<file path="config.mk">
export PLATFORM = sky130hd
export DESIGN_NAME = vol_ctrl_stereo
export DESIGN_NICKNAME = d
export VERILOG_FILES = /design/src/rtl/vol_ctrl_stereo.sv
export SDC_FILE = /design/constraint.sdc
export NUM_CORES = 1
export LEC_CHECK = 0
export BUFFER_PORTS_ARGS = -buffer_cell sky130_fd_sc_hd__buf_2
export CAP_MARGIN = 10
export CORE_MARGIN = 2
export CORE_UTILIZATION = 49
export CTS_CLUSTER_SIZE = 40
export DETAILED_ROUTE_END_ITERATION = 8
export GPL_TIMING_DRIVEN = 0
export PLACE_DENSITY = 0.73
export SLEW_MARGIN = 20
export SYNTH_ARGS = -nofsm -noshare
export SYNTH_HDL_FRONTEND = slang
export SYNTH_SLANG_ARGS = --single-unit
</file>
<file path="constraint.sdc">
create_clock -name CLK -period 5 [get_ports CLK]
set_input_delay 0.5 -clock CLK [delete_from_list [all_inputs] [get_ports CLK]]
set_output_delay 0.5 -clock CLK [all_outputs]
set_load 0.02 [all_outputs]
</file>
<file path="src/rtl/vol_ctrl_stereo.sv">
// vol_ctrl_stereo
// Stereo volume controller for the MP3 decoder volume register.
// Buttons are synchronised and debounced. UP and DOWN auto-repeat while they
// are held. MUTE toggles mute on each press. BAL_MODE makes UP/DOWN shift the
// balance between the channels instead of changing the overall volume.
// Each new VOL value is offered once over a REQ/ACK handshake.
//
// Ports:
//   CLK       system clock
//   RST       synchronous, active-high reset
//   UP        async button: louder (attenuation decreases)
//   DOWN      async button: quieter (attenuation increases)
//   MUTE      async button: each press toggles mute
//   BAL_MODE  async switch level: 1 = UP/DOWN adjust balance
//   VOL_ACK   writer has consumed VOL
//   VOL       [15:8] left attenuation, [7:0] right attenuation
//   VOL_REQ   VOL holds a new value awaiting write
//   MUTED     current mute state
module vol_ctrl_stereo #(
  parameter logic [7:0]  STEP         = 8'h10,
  parameter logic [7:0]  MIN_ATT      = 8'h00,
  parameter logic [7:0]  MAX_ATT      = 8'hF0,
  parameter logic [7:0]  RST_ATT      = 8'hF0,
  parameter logic [7:0]  MUTE_ATT     = 8'hFE,
  parameter logic [19:0] DEB_CYCLES   = 20'd500000,
  parameter logic [23:0] REPEAT_DELAY = 24'd5000000,
  parameter logic [23:0] REPEAT_RATE  = 24'd2500000
) (
  input  logic        CLK,
  input  logic        RST,
  input  logic        UP,
  input  logic        DOWN,
  input  logic        MUTE,
  input  logic        BAL_MODE,
  input  logic        VOL_ACK,
  output logic [15:0] VOL,
  output logic        VOL_REQ,
  output logic        MUTED
);

  // Input index map: 0 = UP, 1 = DOWN, 2 = MUTE, 3 = BAL_MODE
  localparam int N_IN = 4;

  typedef enum logic [1:0] {ST_INIT, ST_IDLE, ST_WAIT} state_t;

  logic [N_IN-1:0] raw_in;
  logic [N_IN-1:0] deb_lvl;   // debounced levels
  logic [2:0]      rise;      // debounced rising edge (UP, DOWN, MUTE)
  logic [1:0]      evt;       // registered UP/DOWN press-or-repeat events
  logic            both_held;
  logic            mute_evt_reg;

  assign raw_in    = {BAL_MODE, MUTE, DOWN, UP};
  assign both_held = deb_lvl[0] & deb_lvl[1];

  // Synchroniser + debouncer per input. The level follows the synchronised
  // input only after it has disagreed for DEB_CYCLES consecutive cycles.
  genvar gi;
  generate
    for (gi = 0; gi < N_IN; gi++) begin : g_in
      logic        s1_reg, s2_reg, lvl_reg;
      logic [19:0] cnt_reg;

      always_ff @(posedge CLK) begin
        if (RST) begin
          s1_reg  <= 1'b0;
          s2_reg  <= 1'b0;
          lvl_reg <= 1'b0;
          cnt_reg <= '0;
        end else begin
          s1_reg <= raw_in[gi];
          s2_reg <= s1_reg;
          if (s2_reg != lvl_reg) begin
            if (cnt_reg == DEB_CYCLES - 20'd1) begin
              lvl_reg <= s2_reg;
              cnt_reg <= '0;
            end else begin
              cnt_reg <= cnt_reg + 20'd1;
            end
          end else begin
            cnt_reg <= '0;
          end
        end
      end

      assign deb_lvl[gi] = lvl_reg;

      // BAL_MODE is a level, so only the buttons need edge detection
      if (gi < 3) begin : g_edge
        logic lvl_d_reg;
        always_ff @(posedge CLK) begin
          if (RST) lvl_d_reg <= 1'b0;
          else     lvl_d_reg <= lvl_reg;
        end
        assign rise[gi] = lvl_reg & ~lvl_d_reg;
      end
    end

    // Press / auto-repeat event generators for UP and DOWN. The counter is
    // zero on the cycle the event pulse is visible, so the compare value is
    // the interval minus one.
    for (gi = 0; gi < 2; gi++) begin : g_rep
      logic [23:0] cnt_reg;
      logic        repeating_reg;   // 0 until the first repeat has fired
      logic        evt_reg;

      always_ff @(posedge CLK) begin
        if (RST) begin
          cnt_reg       <= '0;
          repeating_reg <= 1'b0;
          evt_reg       <= 1'b0;
        end else begin
          evt_reg <= 1'b0;
          if (!deb_lvl[gi] || both_held) begin
            cnt_reg       <= '0;
            repeating_reg <= 1'b0;
          end else if (rise[gi]) begin
            evt_reg       <= 1'b1;
            cnt_reg       <= '0;
            repeating_reg <= 1'b0;
          end else if (cnt_reg == (repeating_reg ? REPEAT_RATE : REPEAT_DELAY) - 24'd1) begin
            evt_reg       <= 1'b1;
            cnt_reg       <= '0;
            repeating_reg <= 1'b1;
          end else begin
            cnt_reg <= cnt_reg + 24'd1;
          end
        end
      end

      assign evt[gi] = evt_reg;
    end
  endgenerate

  always_ff @(posedge CLK) begin
    if (RST) mute_evt_reg <= 1'b0;
    else     mute_evt_reg <= rise[2];
  end

  // Saturating step helpers; 9-bit intermediates catch carry/borrow
  function automatic logic [7:0] att_inc(input logic [7:0] a);
    logic [8:0] s;
    logic [7:0] r;
    s = {1'b0, a} + {1'b0, STEP};
    r = (s > {1'b0, MAX_ATT}) ? MAX_ATT : s[7:0];
    return r;
  endfunction

  function automatic logic [7:0] att_dec(input logic [7:0] a);
    logic [8:0] s;
    logic [7:0] r;
    s = {1'b0, a} - {1'b0, STEP};
    r = (s[8] || (s[7:0] < MIN_ATT)) ? MIN_ATT : s[7:0];
    return r;
  endfunction

  logic [7:0]  att_l_reg, att_l_next, att_r_reg, att_r_next;
  logic        muted_reg, muted_next;
  logic [15:0] vol_reg, vol_next, eff;
  logic        req_reg, req_next;
  state_t      state_reg, state_next;

  always_comb begin
    att_l_next = att_l_reg;
    att_r_next = att_r_reg;
    muted_next = muted_reg ^ mute_evt_reg;
    // Events are dropped while muted; attenuation is kept for unmute
    if (!muted_reg) begin
      if (evt[0]) begin
        att_l_next = att_dec(att_l_reg);
        att_r_next = deb_lvl[3] ? att_inc(att_r_reg) : att_dec(att_r_reg);
      end else if (evt[1]) begin
        att_l_next = att_inc(att_l_reg);
        att_r_next = deb_lvl[3] ? att_dec(att_r_reg) : att_inc(att_r_reg);
      end
    end
  end

  assign eff = muted_reg ? {MUTE_ATT, MUTE_ATT} : {att_l_reg, att_r_reg};

  // Handshake FSM. Changes arriving during WAIT only move eff; the latest
  // value is picked up from IDLE, which coalesces intermediate steps.
  always_comb begin
    state_next = state_reg;
    vol_next   = vol_reg;
    req_next   = req_reg;
    unique case (state_reg)
      ST_INIT: begin
        vol_next   = eff;
        req_next   = 1'b1;
        state_next = ST_WAIT;
      end
      ST_IDLE: begin
        if (eff != vol_reg) begin
          vol_next   = eff;
          req_next   = 1'b1;
          state_next = ST_WAIT;
        end
      end
      ST_WAIT: begin
        if (VOL_ACK) begin
          req_next   = 1'b0;
          state_next = ST_IDLE;
        end
      end
      default: state_next = ST_INIT;
    endcase
  end

  always_ff @(posedge CLK) begin
    if (RST) begin
      att_l_reg <= RST_ATT;
      att_r_reg <= RST_ATT;
      muted_reg <= 1'b0;
      vol_reg   <= {RST_ATT, RST_ATT};
      req_reg   <= 1'b0;
      state_reg <= ST_INIT;
    end else begin
      att_l_reg <= att_l_next;
      att_r_reg <= att_r_next;
      muted_reg <= muted_next;
      vol_reg   <= vol_next;
      req_reg   <= req_next;
      state_reg <= state_next;
    end
  end

  assign VOL     = vol_reg;
  assign VOL_REQ = req_reg;
  assign MUTED   = muted_reg;

endmodule

</file>
==> flow_summary.ini <==
[place]
port_buffers = 24
hpwlAfterDp_um = 10600
place_congestion = 0.811

[routing]
routedWlPerCell_um = 13.1
wl_um = 15400
ant_nets = 0
drtIter0Drc = 398
via_count = 6175
route.detailed.drc = 0
first_pass_iters = 4
via_per_inst = 5.27

[sta]
setup_viol = 0
finalHoldViolCount = 0
finalMaxSlewViolations = 0
setup_tns_ps = 0
rsz0062_at_grt = no
worstMarginPinSlew_ps = 712
slew_headroom_pct = 52.3
period_minus_slack_ps = 2420
clock.fmax_mhz = 413
finalCritPeriodShare_pct = 48.4
fin_hold_ws_ps = 282
fin_worst_skew_ps = 4.84

[final_layout]
syn_to_final_growth_pct = 13.4
antennaDiodeCount = 0
nets = 963
final_cell_mix = nor2_1, dfxtp_1, xor2_1
final_common_cell = nor2_1
largest_reg_flops = 80
final_util_pct = 56.6
drive_above_1_share_pct = 7.74

[pwr]
switching_share_pct = 19.5
peakVddDrop_v = 0.000245
internal-power_w = 0.00240
power.share.combinational_pct = 1.8
p_sw_w = 0.000583
power_leakage_nw = 3.07
clockPowerShare_pct = 50.2
power.share.sequential_pct = 47.9
p_per_area_mw_per_mm2 = 334

[clock_network]
insertion_delay_ps = 430
root_buffer = clkbuf_16
cts_tree = built
cts_buffer_depth = 2
cts_made_buffers = 17
clkSinkCount = 178
cts_setup_buffers = 0
htreeDepth = 4
cts_resized = 0
clk_pin_slew_ps = 60
ctsHoldBuffers = 0

[grt]
grt_max_degree = 17
grt_pass1_vias = 5711
grt_use_total_pct = 18.8
grt_pass1_wl_um = 25900
antenna_found_initial = 0
grt_overflow_total = 0

[status]
status = completed

[worst_setup_path]
crit_required_ps = 5320
critPathLaunchType = flop
ff2ff_setup_slack_ps = 2580
path_class = reg2reg
cp_max_fo = 10
end_kind = flop
cp.arrival_ps = 2740

[synthesis]
synth_area_per_cell_um2 = 8.76
ys_ff_latch = 178
async_reset_ff_share_pct = 0
synth_cell_type_count = 63
ys.warnings.count = 0
syn_nets = 920
synth_edf_count = 0
syn_area_mm2 = 0.00790
synth_ff_type = dfxtp_1
ys_seq_area_share_pct = 45.1
syn_inst = 901

[hold_path]
hold_class = in2reg

[flow_run]
cap_violations = 0

[floorplanning]
die_w_um = 131
start_util_pct = 49.9
core.rowCount = 46
pin_count = 25
fp.dieH_um = 131
die_area_mm2 = 0.0171
core_mm2 = 0.0158
[metal layers]
metal	GRT usage, %	up-vias	routed length [um]
met1	25.4	2878	7660
li1	-	3170	-
met4	7.76	0	334
met2	29.9	103	6920
met5	0	-	0
met3	3.50	24	464
[per-stage QoR]
stage          cells  power [W]  worst slack [ps]  instance area (um2)
6_report        1172    0.00299              2580                 8950
5_1_grt         1172    0.00306              2390                 8950
4_1_cts         1172    0.00301              2560                 8950
3_5_place_dp    1141    0.00152              2610                 8290
3_3_place_gp    1141    0.00152              2610                 8290
2_1_floorplan    901    0.00150              2890                 7900
[kinds of logic after synthesis]
group / synth area share [%]
AOI/OAI and AO/OA: 7.02
xor gates and xnor gates: 14.0
adders and majority gates: 1.90
buffers and inverters: 3.00
DFF: 45.1
muxes: 1.03
and+or+nand+nor: 27.9
[cell type report]
cell class              instances  area (um2)
plain buffers                  31         143
clock buffers                  21         460
clock inverters                10         205
fillers                      1386        6880
inverters                      25        93.8
multi-input cells             667        4100
flip-flops and latches        178        3560
well taps                     216         270
repair buffers                 24         120
[synth_stat cells (all sizes together) (3+ instances only)]
cell type / number / area [um2]
inv: 25 / 93.8
dfxtp: 178 / 3560
and3: 24 / 150
nor2: 183 / 687
nor4b: 7 / 61.3
and4: 9 / 78.8
clkbuf: 21 / 78.8
xnor2: 45 / 394
nand4: 29 / 181
or2: 5 / 31.3
or3: 14 / 92.6
a211o: 3 / 26.3
nand2b: 5 / 33.8
mux2i: 7 / 70.1
ha: 12 / 150
xor2: 81 / 709
and2: 5 / 31.3
nor3: 23 / 115
o22ai: 4 / 25.0
o41ai: 3 / 45.1
nand3: 51 / 255
o21ai: 12 / 63.8
nor2b: 16 / 100
a31oi: 5 / 31.3
a21oi: 14 / 70.1
nand2: 53 / 199
nor4bb: 6 / 60.1
buf: 10 / 63.8
nand4bb: 3 / 33.8
nor4: 6 / 37.5
o22a: 5 / 43.8
a2111oi: 6 / 58.8
[worst max-delay path, cell delays in order (launching register included)]
cell and delay [ps]:
dfxtp_1 470, buf_4 240, a21o_1 100, nand3_1 80, a211o_1 390, o41ai_4 610, nand2b_2 210, o22a_1 220
[worst paths after layout]
path | startpoint | endpoint | depth (start not counted)
worst min register to register | g_in[2].g_edge.lvl_d_reg | mute_evt_reg | 1
worst min-delay path | DOWN | g_in[1].s1_reg | 2
worst max-delay path | MUTED | VOL[14] | 7
worst max register to register | MUTED | VOL[14] | 7
[power by group through the flow]
stage,registers [W],clock network (W),logic [W]
after floorplan,0.00146,0,0.0000348
after global placement,0.00146,0,0.0000548
after detailed placement,0.00146,0,0.0000548
after CTS,0.00143,0.00152,0.0000551
after global routing,0.00143,0.00157,0.0000610
final,0.00143,0.00150,0.0000548
Note: power is estimated with default switching activity, not from simulation.
